[src/rtl/if_stage_pkg.sv]
// Shared definitions for the instruction fetch stage.
// Latency: n/a (types and constants only).
// Backpressure: n/a.
// Contents: fetch FSM state encoding, instruction width, NOP word and a PC alignment helper.
package if_stage_pkg;

  localparam int INSTR_W = 32;
  localparam int PC_W    = 32;

  localparam logic [INSTR_W-1:0] NOP_WORD = 32'h0000_0000;

  typedef enum logic [1:0] {
    S_FETCH = 2'd0,
    S_WAIT  = 2'd1,
    S_HOLD  = 2'd2,
    S_DRAIN = 2'd3
  } fetch_state_t;

  // Instructions are word aligned; redirect targets drop their low two bits.
  function automatic logic [PC_W-1:0] align_pc(input logic [PC_W-1:0] pc);
    return pc & ~32'h0000_0003;
  endfunction

endpackage

[src/rtl/if_latch.sv]
// Fetch-to-decode output register: instruction word, its PC and a valid flag.
// Latency: one cycle from load to outputs.
// Backpressure: stall holds the contents; without stall or load a bubble (valid_out=0) is inserted.
// Ports: clk, reset_n (async active-low); flush, load, stall controls; load_instr/load_pc data in;
//        instr_out, pc_out, valid_out registered outputs.
module if_latch
  import if_stage_pkg::*;
(
  input  logic               clk,
  input  logic               reset_n,
  input  logic               flush,
  input  logic               load,
  input  logic               stall,
  input  logic [INSTR_W-1:0] load_instr,
  input  logic [PC_W-1:0]    load_pc,
  output logic [INSTR_W-1:0] instr_out,
  output logic [PC_W-1:0]    pc_out,
  output logic               valid_out
);

  // Priority: flush beats load beats hold. A bubble only clears the valid
  // flag; the stale word and PC stay visible but are marked invalid.
  always_ff @(posedge clk or negedge reset_n) begin
    if (!reset_n) begin
      instr_out <= NOP_WORD;
      pc_out    <= '0;
      valid_out <= 1'b0;
    end else if (flush) begin
      valid_out <= 1'b0;
    end else if (load) begin
      instr_out <= load_instr;
      pc_out    <= load_pc;
      valid_out <= 1'b1;
    end else if (!stall) begin
      valid_out <= 1'b0;
    end
  end

endmodule

[src/rtl/if_stage.sv]
// Instruction fetch stage: walks the PC, requests words from instruction memory, hands them to decode.
// Latency: one cycle from imem_ready to instr_out/valid_out; one instruction per cycle with zero-wait memory.
// Backpressure: stall freezes the output latch; a word arriving under stall parks in a one-entry buffer and fetching pauses.
// Ports: clk, reset_n (async active-low); branch/newPC redirect; stall from decode;
//        imem_req/imem_addr/imem_ready/imem_data memory side; instr_out/pc_out/valid_out to decode.
module if_stage
  import if_stage_pkg::*;
#(
  parameter logic [PC_W-1:0] RESET_PC = 32'h0000_0000,
  parameter logic [PC_W-1:0] PC_STEP  = 32'd4
) (
  input  logic               clk,
  input  logic               reset_n,
  input  logic               branch,
  input  logic [PC_W-1:0]    newPC,
  input  logic               stall,
  output logic               imem_req,
  output logic [PC_W-1:0]    imem_addr,
  input  logic               imem_ready,
  input  logic [INSTR_W-1:0] imem_data,
  output logic [INSTR_W-1:0] instr_out,
  output logic [PC_W-1:0]    pc_out,
  output logic               valid_out
);

  fetch_state_t       state_q;
  logic               run_q;        // low during reset and the first cycle after release
  logic [PC_W-1:0]    pc_q;         // address of the next word to fetch
  logic [PC_W-1:0]    drain_addr_q; // address of the abandoned request while draining
  logic [INSTR_W-1:0] buf_instr_q;
  logic [PC_W-1:0]    buf_pc_q;

  logic               lat_flush;
  logic               lat_load;
  logic [INSTR_W-1:0] lat_instr;
  logic [PC_W-1:0]    lat_pc;
  logic               fetching;

  // Requests are suppressed until the first clock edge after reset release,
  // and while a word is parked in the buffer.
  assign imem_req  = run_q && (state_q != S_HOLD);
  // DRAIN must keep presenting the old address until its response returns.
  assign imem_addr = (state_q == S_DRAIN) ? drain_addr_q : pc_q;
  assign fetching  = (state_q == S_FETCH) || (state_q == S_WAIT);

  always_comb begin
    lat_flush = run_q && branch;
    lat_load  = 1'b0;
    lat_instr = imem_data;
    lat_pc    = pc_q;
    if (run_q && !branch && !stall) begin
      if (fetching && imem_ready) begin
        lat_load = 1'b1;
      end else if (state_q == S_HOLD) begin
        lat_load  = 1'b1;
        lat_instr = buf_instr_q;
        lat_pc    = buf_pc_q;
      end
    end
  end

  always_ff @(posedge clk or negedge reset_n) begin
    if (!reset_n) begin
      state_q      <= S_FETCH;
      run_q        <= 1'b0;
      pc_q         <= RESET_PC;
      drain_addr_q <= RESET_PC;
      buf_instr_q  <= NOP_WORD;
      buf_pc_q     <= '0;
    end else if (!run_q) begin
      run_q <= 1'b1;
    end else begin
      case (state_q)
        S_FETCH, S_WAIT: begin
          if (branch) begin
            pc_q <= align_pc(newPC);
            // An outstanding request in WAIT cannot be withdrawn; let it drain.
            if ((state_q == S_WAIT) && !imem_ready) begin
              state_q      <= S_DRAIN;
              drain_addr_q <= pc_q;
            end else begin
              state_q <= S_FETCH;
            end
          end else if (imem_ready) begin
            pc_q <= pc_q + PC_STEP;
            if (stall) begin
              buf_instr_q <= imem_data;
              buf_pc_q    <= pc_q;
              state_q     <= S_HOLD;
            end else begin
              state_q <= S_FETCH;
            end
          end else begin
            state_q <= S_WAIT;
          end
        end
        S_HOLD: begin
          if (branch) begin
            pc_q    <= align_pc(newPC);
            state_q <= S_FETCH;
          end else if (!stall) begin
            state_q <= S_FETCH;
          end
        end
        S_DRAIN: begin
          // The response for the old address is dropped; a further redirect
          // while draining just retargets the PC.
          if (branch) begin
            pc_q <= align_pc(newPC);
          end
          if (imem_ready) begin
            state_q <= S_FETCH;
          end
        end
        default: state_q <= S_FETCH;
      endcase
    end
  end

  if_latch u_latch (
    .clk        (clk),
    .reset_n    (reset_n),
    .flush      (lat_flush),
    .load       (lat_load),
    .stall      (stall),
    .load_instr (lat_instr),
    .load_pc    (lat_pc),
    .instr_out  (instr_out),
    .pc_out     (pc_out),
    .valid_out  (valid_out)
  );

endmodule
[config.mk]
export PLATFORM = sky130hd
export DESIGN_NAME = if_stage
export DESIGN_NICKNAME = d
export VERILOG_FILES = /design/src/rtl/if_stage_pkg.sv /design/src/rtl/if_latch.sv /design/src/rtl/if_stage.sv
export SDC_FILE = /design/constraint.sdc
export NUM_CORES = 1
export LEC_CHECK = 0
export ABC_AREA = 1
export BUFFER_PORTS_ARGS = -buffer_cell sky130_fd_sc_hd__buf_2
export CAP_MARGIN = 5
export CORE_MARGIN = 1.5
export CORE_UTILIZATION = 50
export DETAILED_ROUTE_END_ITERATION = 10
export PLACE_DENSITY = 0.81
export SETUP_SLACK_MARGIN = 0.5
export SLEW_MARGIN = 25
export SYNTH_ARGS = -nofsm -noshare
export SYNTH_HDL_FRONTEND = slang
export SYNTH_SLANG_ARGS = --single-unit
[constraint.sdc]
create_clock -name clk -period 1.8 [get_ports clk]
set_input_delay 0.18 -clock clk [delete_from_list [all_inputs] [get_ports clk]]
set_output_delay 0.18 -clock clk [all_outputs]
set_load 0.005 [all_outputs]
==> run metrics <==
Seq/Total Area, Yosys=52.3%; path depth of the worst reg2reg path=10; Pleak=0.00594 uW; Clock Sinks=188; Setup TNS=0 ns; pin count of the biggest net entering global routing=61; # nets final=1484; fin area=0.0126 mm2; Comb power frac=31.1%; critical path arrival=2.06 ns; DR vias=9584; worst endpoint required time=2.15 ns; Crit. End Element=flop; Final Skew=0.0107 ns; share of layout cells above drive strength 1=29.9%; CTS tree=built; ant diodes=0; Synth cell types=32; Synth warnings=0; Peak VDD IR=805 uV; hold depth=2; syn_area_per_cell=7.73 um2; worst hold path class=input port to flop; clock network fraction of design power=24.6%; DRT iter0 DRCs=1391; Post-Synthesis Cells=1165; row cnt=48; Avg WL per Cell=19.0 um; fin crit share=95.1%; Core Area=0.0174 mm2; clk_lat worst skew=0.44 ns; share of flip-flops with an asynchronous set or reset=100%; number of global-route vias before repair=8351; crit path kind=flop to flop; Worst Setup Start Kind=flop; H-tree depth=4; wire length of the first global-routing pass=42400 um; Synth Flop Type=dfrtp_1; IO Pins=167; Net Switching=5450 uW; initial antenna violation count=0; final hold violation count=0; Final GP Congestion=0.923; CP most frequent cell=buf_6; Initial Util=51.7%; worst rel slew slack=66.4%; Global Route Usage Sum=29.4%; clock tree buffer depth=2; DRC Markers=0; status=finished, final reports clean; Max Cap Viol=0; Setup Viol. Count Final=0; internal power=9910 uW; DRT antenna net count=0; Die W=137 um; Commonest cells post-synth=291 x nand2_1, 203 x nor2_1, 188 x dfrtp_1; count leader, synth=nand2_1; drt first pass iters=5; Die Y=137 um; Vias per Instance=5.80; synthesized flop and latch total=188; crit path max fanout=15; maximum clock frequency=584 MHz; peak per-stage delay on the critical path=0.40 ns; Yosys top cell by area=dfrtp_1; root buffer cell=clkbuf_16; full die area=0.0188 mm2; Pins Over Slew Limit=0; Post-DP HPWL=17200 um; Reg power frac=44.4%; Tightest Pin Transition=0.505 ns; EDFF count, synth=0; top-area cell type share of the netlist area=52.3%; pwr dens=1210 mW/mm2; Net Sw Frac=35.5%; Synth area leaders=dfrtp_1 52%, nand2_1 12%, nor2_1 8.5%; CP Cell Sequence=buf_6 > clkinv_8 > nor2_8 > inv_4 > a21oi_4 > buf_6 > buf_12 > buf_16 > o21ai_0 > o21ai_1; DRT Wirelength=31400 um; number of port buffers=160; Netlist Area Pre-Place=0.00900 mm2; P&R area growth vs syn=40.4%; RSZ-0062 raised after global routing=true; total CTS buffers=17; CP max-delay cell=dfrtp_2; placed cell area=0.0102 mm2; grt ovf=0; Clock Pin Slew Worst Setup and Hold Paths=0.07 ns; min Tclk post-route=1.71 ns
## sequential cells by signal, indices dropped and copies added, names as in the netlist, 2 cells and up
signal and cells:
drain_addr_q 30, buf_pc_q 30, buf_instr_q 32, u_latch.pc_out 30
pc_q 30, u_latch.instr_out 32, state_q 2
## through the flow
| stage | util [%] | hold WS, ns | total power, uW | setup slack, ns | instances |
|---|---|---|---|---|---|
| 3_5_place_dp | 58.6 | 0.157 | 10400 | 0.0493 | 1519 |
| 2_1_floorplan | - | -0.116 | 8660 | 0.383 | 1168 |
| 6_report | 72.6 | 0.0197 | 15400 | 0.0878 | 1652 |
| 3_3_place_gp | 58.6 | 0.154 | 10200 | 0.167 | 1519 |
| 4_1_cts | 66.5 | 0.00195 | 14400 | 0.154 | 1603 |
| 5_1_grt | 72.6 | 0.00261 | 16200 | -0.0182 | 1652 |
## logic make-up after synthesis
group	Yosys count	synth area share (%)
compound gates	280	16.0
xor+xnor	2	0.195
fa+ha+maj	1	0.139
buf+inv	146	7.06
flops	188	52.3
mux	7	0.875
other cells	2	0.0834
simple gates	539	23.4
## worst paths after layout
| kind | startpoint | to | slack (ns) |
|---|---|---|---|
| hold / removal | imem_data[11] | buf_instr_q[11] | 0.02 |
| setup reg to reg | state_q[1] | u_latch.instr_out[14] | 0.09 |
| max in group asynchronous | reset_n | u_latch.instr_out[8] | 0.87 |
| hold reg to reg | u_latch.pc_out[2] | u_latch.pc_out[2] | 0.48 |
| setup / recovery | state_q[1] | u_latch.instr_out[14] | 0.09 |
| min in group asynchronous | reset_n | u_latch.instr_out[26] | 0.26 |
## worst max-delay path: cells and delay by family, from the launching register on
family / cells / cell delay (ns)
AO/OA/AOI/OAI: 3 / 0.40
buffers and inverters: 6 / 0.71
flip-flops: 1 / 0.40
AND/OR/NAND/NOR: 1 / 0.11
## routing by layer
| metal | part of all wire, % | routed length, um | GRT usage (%) |
|---|---|---|---|
| met1 | 37 | 11700 | 38.8 |
| met2 | 47 | 14900 | 47.7 |
| met3 | 11 | 3340 | 5.56 |
| met4 | 4.7 | 1490 | 12.2 |
| met5 | 0 | 0 | 0 |
## layout make-up
class / count / area [um2]
clock inverters: 12 / 139
multi-input cells: 834 / 4140
inverters: 80 / 337
fillers: 1163 / 4770
repair buffers: 292 / 2570
repair inverters: 1 / 7.51
flip-flops and latches: 188 / 4730
clock buffers: 20 / 447
well taps: 225 / 282
## cells in the final DEF, fill, tap and decap left out, drive strengths merged
master | Yosys | final
nand2 | 291 | 291
buf | 35 | 248
o21ai | 208 | 208
nor2 | 206 | 206
dfrtp | 188 | 188
inv | 80 | 80
a21oi | 58 | 58
nand3 | 37 | 37
dlygate4sd3 | 0 | 33
clkbuf | 31 | 31
clkinvlp | 0 | 9
mux2 | 7 | 7
a31oi | 5 | 5
conb | 2 | 5
nand4 | 4 | 4
o22ai | 4 | 4
a22oi | 3 | 3
xor2 | 2 | 2
bufinv | 0 | 2
clkinv | 0 | 2
nand3b | 1 | 1
o221ai | 1 | 1
o211ai | 1 | 1
ha | 1 | 1
## power groups by stage
stage | sequential [uW] | clock, uW | combinational (uW)
after floorplan | 6530 | 0 | 2130
after detailed placement | 6730 | 0 | 3670
after global placement | 6670 | 0 | 3540
final | 6810 | 3780 | 4770
after global routing | 6950 | 4000 | 5230
after CTS | 6660 | 3780 | 4000
## what timing repair did
| action | CTS | global route |
|---|---|---|
| endpoints found under the hold margin | 73 | 1 |
| hold buffers | 32 | 1 |
| gates resized for setup | 83 | 157 |
| setup buffers | 13 | 35 |
| pin swaps | 5 | 22 |
| endpoints found under the setup margin | 218 | 218 |
| cloned | 7 | 13 |
Note: power is estimated with default switching activity, not from simulation.
